File: src/rtl/mips_mc_ctrl.sv
// Multi-cycle MIPS main control FSM.
// Sequences fetch / decode / execute / memory / write-back and drives the
// datapath selects and enables. Control outputs are Moore decodes of the
// state, except that FETCH gates ir_write and pc_write with mem_ready.
// All outputs are held at 0 while rst is high, including FETCH's mem_read.
module mips_mc_ctrl #(
    parameter int unsigned OP_WIDTH = 6
) (
    input  logic                clk,
    input  logic                rst,
    input  logic [OP_WIDTH-1:0] opcode,
    input  logic                mem_ready,
    output logic                pc_write,
    output logic                pc_write_cond,
    output logic                i_or_d,
    output logic                mem_read,
    output logic                mem_write,
    output logic                ir_write,
    output logic                mem_to_reg,
    output logic                reg_dst,
    output logic                reg_write,
    output logic                alu_src_a,
    output logic [1:0]          alu_src_b,
    output logic [1:0]          alu_op,
    output logic [1:0]          pc_source,
    output logic                illegal_op,
    output logic [3:0]          state
);

    // Supported opcodes (IR[31:26])
    localparam logic [OP_WIDTH-1:0] OP_RTYPE = 6'b000000;
    localparam logic [OP_WIDTH-1:0] OP_LW    = 6'b100011;
    localparam logic [OP_WIDTH-1:0] OP_SW    = 6'b101011;
    localparam logic [OP_WIDTH-1:0] OP_BEQ   = 6'b000100;
    localparam logic [OP_WIDTH-1:0] OP_J     = 6'b000010;
    localparam logic [OP_WIDTH-1:0] OP_ADDI  = 6'b001000;

    // ALU source B selects
    localparam logic [1:0] SRC_B_REG   = 2'b00;
    localparam logic [1:0] SRC_B_FOUR  = 2'b01;
    localparam logic [1:0] SRC_B_IMM   = 2'b10;
    localparam logic [1:0] SRC_B_IMMSH = 2'b11;

    // ALU operation selects
    localparam logic [1:0] ALU_ADD   = 2'b00;
    localparam logic [1:0] ALU_SUB   = 2'b01;
    localparam logic [1:0] ALU_FUNCT = 2'b10;

    // PC source selects
    localparam logic [1:0] PCS_ALU    = 2'b00;
    localparam logic [1:0] PCS_ALUOUT = 2'b01;
    localparam logic [1:0] PCS_JUMP   = 2'b10;

    typedef enum logic [3:0] {
        FETCH     = 4'd0,
        DECODE    = 4'd1,
        MEM_ADDR  = 4'd2,
        MEM_READ  = 4'd3,
        MEM_WB    = 4'd4,
        MEM_WRITE = 4'd5,
        EXECUTE   = 4'd6,
        R_WB      = 4'd7,
        BRANCH    = 4'd8,
        JUMP      = 4'd9,
        ADDI_EX   = 4'd10,
        ADDI_WB   = 4'd11
    } state_t;

    state_t state_q;
    state_t state_d;
    logic   illegal_op_q;
    logic   illegal_op_d;

    // State and illegal-opcode flag registers
    always_ff @(posedge clk or posedge rst) begin
        if (rst) begin
            state_q      <= FETCH;
            illegal_op_q <= 1'b0;
        end else begin
            state_q      <= state_d;
            illegal_op_q <= illegal_op_d;
        end
    end

    // Next-state logic; opcode is only consulted in DECODE and MEM_ADDR
    always_comb begin
        state_d      = FETCH;
        illegal_op_d = 1'b0;
        case (state_q)
            FETCH: begin
                state_d = mem_ready ? DECODE : FETCH;
            end
            DECODE: begin
                case (opcode)
                    OP_LW, OP_SW: state_d = MEM_ADDR;
                    OP_RTYPE:     state_d = EXECUTE;
                    OP_BEQ:       state_d = BRANCH;
                    OP_J:         state_d = JUMP;
                    OP_ADDI:      state_d = ADDI_EX;
                    default: begin
                        state_d      = FETCH;
                        illegal_op_d = 1'b1;
                    end
                endcase
            end
            MEM_ADDR: begin
                // An opcode that changed illegally since DECODE falls back to FETCH
                if (opcode == OP_LW) begin
                    state_d = MEM_READ;
                end else if (opcode == OP_SW) begin
                    state_d = MEM_WRITE;
                end else begin
                    state_d = FETCH;
                end
            end
            MEM_READ: begin
                state_d = mem_ready ? MEM_WB : MEM_READ;
            end
            MEM_WB: begin
                state_d = FETCH;
            end
            MEM_WRITE: begin
                state_d = mem_ready ? FETCH : MEM_WRITE;
            end
            EXECUTE: begin
                state_d = R_WB;
            end
            R_WB: begin
                state_d = FETCH;
            end
            BRANCH: begin
                state_d = FETCH;
            end
            JUMP: begin
                state_d = FETCH;
            end
            ADDI_EX: begin
                state_d = ADDI_WB;
            end
            ADDI_WB: begin
                state_d = FETCH;
            end
            default: begin
                state_d = FETCH;
            end
        endcase
    end

    // Control output decode; rst forces everything low without waiting for a clock
    always_comb begin
        pc_write      = 1'b0;
        pc_write_cond = 1'b0;
        i_or_d        = 1'b0;
        mem_read      = 1'b0;
        mem_write     = 1'b0;
        ir_write      = 1'b0;
        mem_to_reg    = 1'b0;
        reg_dst       = 1'b0;
        reg_write     = 1'b0;
        alu_src_a     = 1'b0;
        alu_src_b     = SRC_B_REG;
        alu_op        = ALU_ADD;
        pc_source     = PCS_ALU;
        if (!rst) begin
            case (state_q)
                FETCH: begin
                    mem_read  = 1'b1;
                    i_or_d    = 1'b0;
                    alu_src_a = 1'b0;
                    alu_src_b = SRC_B_FOUR;
                    alu_op    = ALU_ADD;
                    pc_source = PCS_ALU;
                    ir_write  = mem_ready;
                    pc_write  = mem_ready;
                end
                DECODE: begin
                    alu_src_a = 1'b0;
                    alu_src_b = SRC_B_IMMSH;
                    alu_op    = ALU_ADD;
                end
                MEM_ADDR: begin
                    alu_src_a = 1'b1;
                    alu_src_b = SRC_B_IMM;
                    alu_op    = ALU_ADD;
                end
                MEM_READ: begin
                    mem_read = 1'b1;
                    i_or_d   = 1'b1;
                end
                MEM_WB: begin
                    reg_dst    = 1'b0;
                    mem_to_reg = 1'b1;
                    reg_write  = 1'b1;
                end
                MEM_WRITE: begin
                    mem_write = 1'b1;
                    i_or_d    = 1'b1;
                end
                EXECUTE: begin
                    alu_src_a = 1'b1;
                    alu_src_b = SRC_B_REG;
                    alu_op    = ALU_FUNCT;
                end
                R_WB: begin
                    reg_dst    = 1'b1;
                    mem_to_reg = 1'b0;
                    reg_write  = 1'b1;
                end
                BRANCH: begin
                    alu_src_a     = 1'b1;
                    alu_src_b     = SRC_B_REG;
                    alu_op        = ALU_SUB;
                    pc_write_cond = 1'b1;
                    pc_source     = PCS_ALUOUT;
                end
                JUMP: begin
                    pc_write  = 1'b1;
                    pc_source = PCS_JUMP;
                end
                ADDI_EX: begin
                    alu_src_a = 1'b1;
                    alu_src_b = SRC_B_IMM;
                    alu_op    = ALU_ADD;
                end
                ADDI_WB: begin
                    reg_dst    = 1'b0;
                    mem_to_reg = 1'b0;
                    reg_write  = 1'b1;
                end
                default: begin
                    pc_write = 1'b0;
                end
            endcase
        end
    end

    assign state      = state_q;
    assign illegal_op = illegal_op_q;

endmodule

File: config.mk
export PLATFORM = sky130hd
export DESIGN_NAME = mips_mc_ctrl
export DESIGN_NICKNAME = d
export VERILOG_FILES = /design/src/rtl/mips_mc_ctrl.sv
export SDC_FILE = /design/constraint.sdc
export NUM_CORES = 1
export LEC_CHECK = 0
export CAP_MARGIN = 20
export CORE_MARGIN = 3
export CORE_UTILIZATION = 33
export CTS_BUF_LIST = sky130_fd_sc_hd__clkbuf_8
export CTS_CLUSTER_SIZE = 20
export DETAILED_ROUTE_END_ITERATION = 10
export DONT_BUFFER_PORTS = 1
export PLACE_DENSITY = 0.48
export SLEW_MARGIN = 5
export SYNTH_ARGS = -nofsm -noshare
export SYNTH_HDL_FRONTEND = slang
export SYNTH_SLANG_ARGS = --single-unit
File: constraint.sdc
create_clock -name clk -period 2.66 [get_ports clk]
set_input_delay 0.665 -clock clk [delete_from_list [all_inputs] [get_ports clk]]
set_output_delay 0.665 -clock clk [all_outputs]
set_load 0.1 [all_outputs]
==> summary.md, run 1 <==
| Metric | Value |
|---|---|
| Status | finished, final reports clean |
| Row count | 14 |
| Yosys cell types | 42 |
| Simple-gate share of the synthesized area | between 40% and 50% |
| Slew at the pin closest to its max-slew limit | 868.3 ps |
| Critical Path RT | around 2000 ps |
| CTS tree | done |
| H-tree depth | 1 |
| Slew margin rel. | 42.15% |
| Die height | 48.97 um |
| Dpl hpwl | ~1400 um |
| Cell Pwr Density | roughly 370 mW/mm^2 |
| Syn Inst Count | 78 |
| Most frequent cells in the layout | buf_4, buf_12, nor2_1, nor4_4, nor3_4 |
| Number of top-level pins | 30 |
| Vias in the first global route | 652 |
| Gate power share | between 30% and 40% |
| Iteration count of the initial detailed-routing pass | 4 |
| Initial Util | roughly 38% |
| CP startpoint kind | register |
| Cell-internal power | roughly 0.23 mW |
| Max Cap Viol | 0 |
| Largest net degree at the start of global routing | 16 |
| Worst EP arrival | approximately 1700 ps |
| Post-Synth XOR/XNOR Area | 2.875% |
| Max Fclk | between 400 and 500 MHz |
| Most common cell after layout, fill and taps aside | buf_4 |
| Flop pwr share | a little over a quarter |
| Final Power | 0.4024 mW |
| Antenna Cells | 0 |
| FF-to-FF setup slack | between 1000 and 1500 ps |
| Period minus WS final | around 2400 ps |
| Setup Skew | approximately 1.8 ps |
| CTS sink count | 5 |
| Sequential share of the synthesized area | roughly a fifth |
| # DRC | 0 |
| Port Buf Inserts | 0 |
| Routed vias | 679 |
| RR Startpoint | state[0]$_DFF_PP0_ |
| Worst setup path class | register to output pin |
| CP Capture Type | output pin |
| Grt ovf | 0 |
| Final Worst Setup Slack | between 300 and 400 ps |
| Worst-path clk slew | approximately 40 ps |
| Starting DRT DRC Count | 15 |
| GRT Total Usage | roughly 16% |
| Final GP Congestion | 0.8275 |
| PostCTS Resize Cnt | 0 |
| Post-synthesis register bit count | 5 |
| First-pass GRT wire length | 3111 um |
| Share of cells above drive strength 1 | 53.13% |
| Lkg Pwr | between 0.3 and 0.4 nW |
| Prevailing post-synth register cell | dfrtp_1 |
| CTS Hold Bufs | 0 |
| Mapped cell area | a little over 600 sq um |
| Reg-to-Reg End | state[0]$_DFF_PP0_ |
| Hold crit path type | input port to asynchronous set/reset pin |
| # nets final | about 110 |
| Dpl ws | approximately 520 ps |
| Postcts setup bufs | 0 |
| Compound-gate portion of the synthesized area | 19.92% |
| Avg Inst Size Synth | about 8 sq um |
| Clock Power Share | between 30 and 40% |
| Core box area | ~0.0016 sq mm |
| CTS Root Cell | clkbuf_8 |
| IR drop worst, VDD | 365.3 uV |
| Switch Pwr | around 0.17 mW |
| Via density | between 5 and 6 |
| Period Utilization, post-route | around 89% |
| Asr flop ratio synth | 100.0% |
| Initial antenna violation count | 0 |
| Final setup fails | 0 |
| Syn_nets | 87 |
| Worst Reg-to-Reg Cells | 5 |
| Adder-Cell Fraction of Synth Area | 0% |
| Fill cell count | roughly 140 |
| Syn-to-layout area delta | 79.06% |
| Max Slew Vio Count | 0 |
| Multiplexer share of the synthesized area | approximately 1.6% |
| Routed len/inst | 14.95 um |
| Synthesis warning total | 0 |
| CTS Buf Count | 3 |
| Final Hold Vio Count | 0 |
| Maximum fanout along the worst path | 15 |
| Clk_lat worst skew | between 200 and 250 ps |
| Final wirelength | 1794 um |
| Switching portion of total power | between 40% and 50% |
| RSZ-0062 raised after global routing | no |
| Die Area | 0.002398 sq mm |
| Worst-case clock buffer depth | 2 |
| Post-synth EDFFs | 0 |
| Die X | around 50 um |
| Detail Route Antenna Nets | 0 |
| Largest family of logic cells by synthesized area | simple AND/OR/NAND/NOR gates |
==> cell type report <==
class | instances | area (sq um) | area share, %
clock buffers | 3 | 41.29 | 3.784
inverters | 3 | 18.77 | 1.720
well taps | 24 | 30.03 | 2.752
flip-flops and latches | 5 | 137.6 | 12.61
repair buffers | 20 | 257.7 | 23.62
multi-input cells | 64 | 601.8 | 55.16
clock inverters | 1 | 3.754 | 0.3440
==> how the worst max path moves through the flow <==
stage,end,from,slack (ps)
3_5_place_dp,reg_write,state[1]$_DFF_PP0_,520
5_1_grt,reg_write,state[3]$_DFF_PP0_,230
6_report,reg_write,state[3]$_DFF_PP0_,300
3_3_place_gp,reg_write,state[1]$_DFF_PP0_,540
2_1_floorplan,pc_write,state[1]$_DFF_PP0_,-800
4_1_cts,reg_write,state[3]$_DFF_PP0_,300
==> sequential cells by signal (all words and copies together), names as in the netlist <==
signal / flops
state: 4
illegal_op: 1
==> critical path, cell delays in order (launching register included) <==
cell and delay, ps:
dfrtp_4 580, nand2b_2 340, o22a_1 260, nor2_4 110, buf_12 180
==> cells in the mapped netlist (all sizes together) (3+ instances only) <==
| cell type | n | area [sq um] |
|---|---|---|
| dfrtp | 5 | 125.1 |
| nor4 | 5 | 37.53 |
| buf | 5 | 38.78 |
| a21oi | 5 | 28.78 |
| o21ai | 5 | 25.02 |
| nand2 | 5 | 21.27 |
| nor3 | 7 | 45.04 |
| inv | 3 | 13.77 |
| nand3 | 3 | 15.01 |
| nor2 | 8 | 32.54 |
==> per-layer routing <==
metal  global-route usage [%]  part of all wire (%)  vias to the layer above  wire (um)
met5                        0                     0                        -          0
met4                   0.4739                     0                        0          0
met3                    5.505                   7.3                        0        131
met2                    23.76                    46                       25        823
met1                    22.45                    47                      322        839
li1                         -                     -                      332          -
==> kinds of logic (layout without fill, tap and decap cells) <==
| family | count (synthesis) | after routing |
|---|---|---|
| AOI/OAI and AO/OA | 18 | 18 |
| buffers and inverters | 9 | 27 |
| DFF | 5 | 5 |
| muxes | 1 | 1 |
| and+or+nand+nor | 43 | 43 |
| xor gates and xnor gates | 2 | 2 |
==> stage by stage <==
stage | setup TNS [ps] | instance area (sq um) | util (%) | instances | hold WS (ps)
floorplan | -2032 | 822.0 | - | 78 | 729.1
global placement | 0 | 1046 | 64.91 | 116 | 462.2
detailed placement | 0 | 1046 | 64.91 | 116 | 465.0
CTS | 0 | 1091 | 67.70 | 120 | 236.3
global route | 0 | 1091 | 67.70 | 120 | 234.8
finish | 0 | 1091 | 67.70 | 120 | 237.0
==> power groups by stage <==
stage | clock network (mW) | logic (mW) | registers (mW)
2_1_floorplan | 0 | 0.127 | 0.120
3_3_place_gp | 0 | 0.160 | 0.111
3_5_place_dp | 0 | 0.161 | 0.111
4_1_cts | 0.135 | 0.161 | 0.110
5_1_grt | 0.146 | 0.168 | 0.111
6_report | 0.132 | 0.161 | 0.110
No activity file was read; power rests on OpenSTA's default activity.
==> run 2, diff against run 1 <==
BUFFER_PORTS_ARGS = -buffer_cell sky130_fd_sc_hd__buf_2   (was not set)
DONT_BUFFER_PORTS = not set   (was 1)
PLACE_DENSITY = 0.62   (was 0.48)
==> summary.md, run 2 (synthesis gave the netlist of run 1 again) <==
| Metric | Value |
|---|---|
| Worst setup path class | register to output pin |
| Period Utilization, post-route | 96.75% (+8.1 points) |
| Critical Path RT | 2000 ps (about the same) |
| CTS sink count | 5 (unchanged) |
| Reg-to-Reg End | state[0]$_DFF_PP0_ |
| Placed cell area | 0.001091 sq mm (+4.3%) |
| Largest net degree at the start of global routing | 16 (unchanged) |
| RSZ-0062 raised after global routing | no |
| Hold crit path type | input port to asynchronous set/reset pin |
| Routed len/inst | 13.47 um (-9.9%) |
| Detail Route Antenna Nets | 0 (unchanged) |
| # nets final | 118 (+11%) |
| PostCTS Resize Cnt | 0 (unchanged) |
| Starting DRT DRC Count | 8 (-7) |
| GRT Total Usage | 15.65% (-0.044 points) |
| Postcts setup bufs | 0 (unchanged) |
| Final wirelength | 1778 um (-0.89%) |
| Maximum fanout along the worst path | 13 (-2) |
| Dpl hpwl | 1430 um (+4.6%) |
| CTS Hold Bufs | 0 (unchanged) |
| Die height | 48.97 um (unchanged) |
| Most frequent cells in the layout | buf_2, buf_12, nor2_1, nor4_4, nor3_4 |
| Row count | 14 (unchanged) |
| Port Buf Inserts | 29 (+29) |
| Final Worst Setup Slack | 86.35 ps (-215.1 ps) |
| Slew margin rel. | 67.73% (+26 points) |
| Final setup fails | 0 (unchanged) |
| CTS Buf Count | 3 (unchanged) |
| Period minus WS final | 2574 ps (+215.1 ps) |
| H-tree depth | 1 (unchanged) |
| Final GP Congestion | 0.7988 (-3.5%) |
| Die Area | 0.002398 sq mm (unchanged) |
| CP startpoint | state[1]$_DFF_PP0_ |
| Cell Pwr Density | 379.1 mW/mm^2 (+2.8%) |
| Worst-case clock buffer depth | 2 (unchanged) |
| Die X | 48.97 um (unchanged) |
| Final Instance Area | 0.001136 sq mm (+4.1%) |
| First-pass GRT wire length | 3036 um (-2.4%) |
| Number of top-level pins | 30 (unchanged) |
| Number of flip-flops in the largest register | 4 (unchanged) |
| Initial Util | 37.81% (unchanged) |
| Antenna Cells | 0 (unchanged) |
| Setup_tns | 0 ps (unchanged) |
| Max Cap Viol | 0 (unchanged) |
| Worst-path clk slew | 30 ps (about the same) |
| # DRC | 0 (unchanged) |
| Status | finished, final reports clean |
| Final Hold Vio Count | 0 (unchanged) |
| Worst EP arrival | 1910 ps (+220 ps) |
| Syn-to-layout area delta | 86.45% |
| CP startpoint kind | register |
| FF-to-FF setup slack | 1170 ps (+50 ps) |
| CP Capture Type | output pin |
| CTS Root Cell | clkbuf_8 |
| Max Fclk | 388.6 MHz (-8.4%) |
| Worst Reg-to-Reg Cells | 4 (-1) |
| Final hold slack | 644.0 ps (+407.0 ps) |
| Via density | 5.417 (-4.3%) |
| IR drop worst, VDD | 301.5 uV (-17%) |
| Initial antenna violation count | 0 (unchanged) |
| Iteration count of the initial detailed-routing pass | 4 (unchanged) |
| Max Slew Vio Count | 0 (unchanged) |
| Share of cells above drive strength 1 | 58.33% (+5.2 points) |
| Slew at the pin closest to its max-slew limit | 487.4 ps (-381.0 ps) |
| RR Startpoint | state[1]$_DFF_PP0_ |
| Grt ovf | 0 (unchanged) |
| Routed vias | 715 (+5.3%) |
| Most common cell after layout, fill and taps aside | buf_2 |
| Core box area | 0.001612 sq mm (unchanged) |
| Clk_lat worst skew | 220 ps (about the same) |
| Lkg Pwr | 0.4500 nW (+13%) |
| Vias in the first global route | 624 (-4.3%) |
| Setup Skew | 0.5398 ps (-1.306 ps) |
| CTS tree | done |
| Dpl ws | 310.7 ps (-212.4 ps) |
-- run 2: per-layer routing --
layer | vias up | wire (um) | global-route usage [%]
met5 | - | 0 | 0
met4 | 0 | 0 | 2.844
met3 | 0 | 61 | 2.446
met2 | 17 | 906 | 26.47
met1 | 341 | 810 | 21.04
li1 | 357 | - | -
-- run 2: metrics by stage --
stage               utilization, %  power [mW]  std cells
detailed placement           67.70      0.2993        128
finish                       70.50      0.4307        132
floorplan                        -      0.2468         78
CTS                          70.50      0.4348        132
global route                 70.50      0.4529        132
global placement             67.70      0.2969        128
-- run 2: worst max-delay path by stage --
stage / end / slack [ps] / cells after the start
CTS: reg_write / 80 / 5
floorplan: pc_write / -800 / 4
global route: reg_write / 30 / 5
global placement: reg_write / 330 / 5
finish: reg_write / 90 / 5
detailed placement: reg_write / 310 / 5
-- run 2: area by class of cell --
class                           instances  area, sq um
Multi-Input combinational cell         64        601.8
Inverter                                3        18.77
Clock inverter                          1        3.754
Fill cell                             143        475.5
Clock buffer                            3        41.29
Tap cell                               24        30.03
Sequential cell                         5        137.6
Timing Repair Buffer                   32        302.8
-- run 2: report_power, final --
| part | total, mW | internal, mW | switching [mW] |
|---|---|---|---|
| Sequential | 0.0927 | 0.0819 | 0.0108 |
| Clock | 0.133 | 0.0987 | 0.0347 |
| Combinational | 0.205 | 0.0615 | 0.143 |
-- run 2: worst max-delay path: stages, from the launching register on --
cell and delay [ps]:
dfrtp_4 570, or2b_2 280, nand2_1 120, o22a_1 220
nor2_4 80, buf_2 420
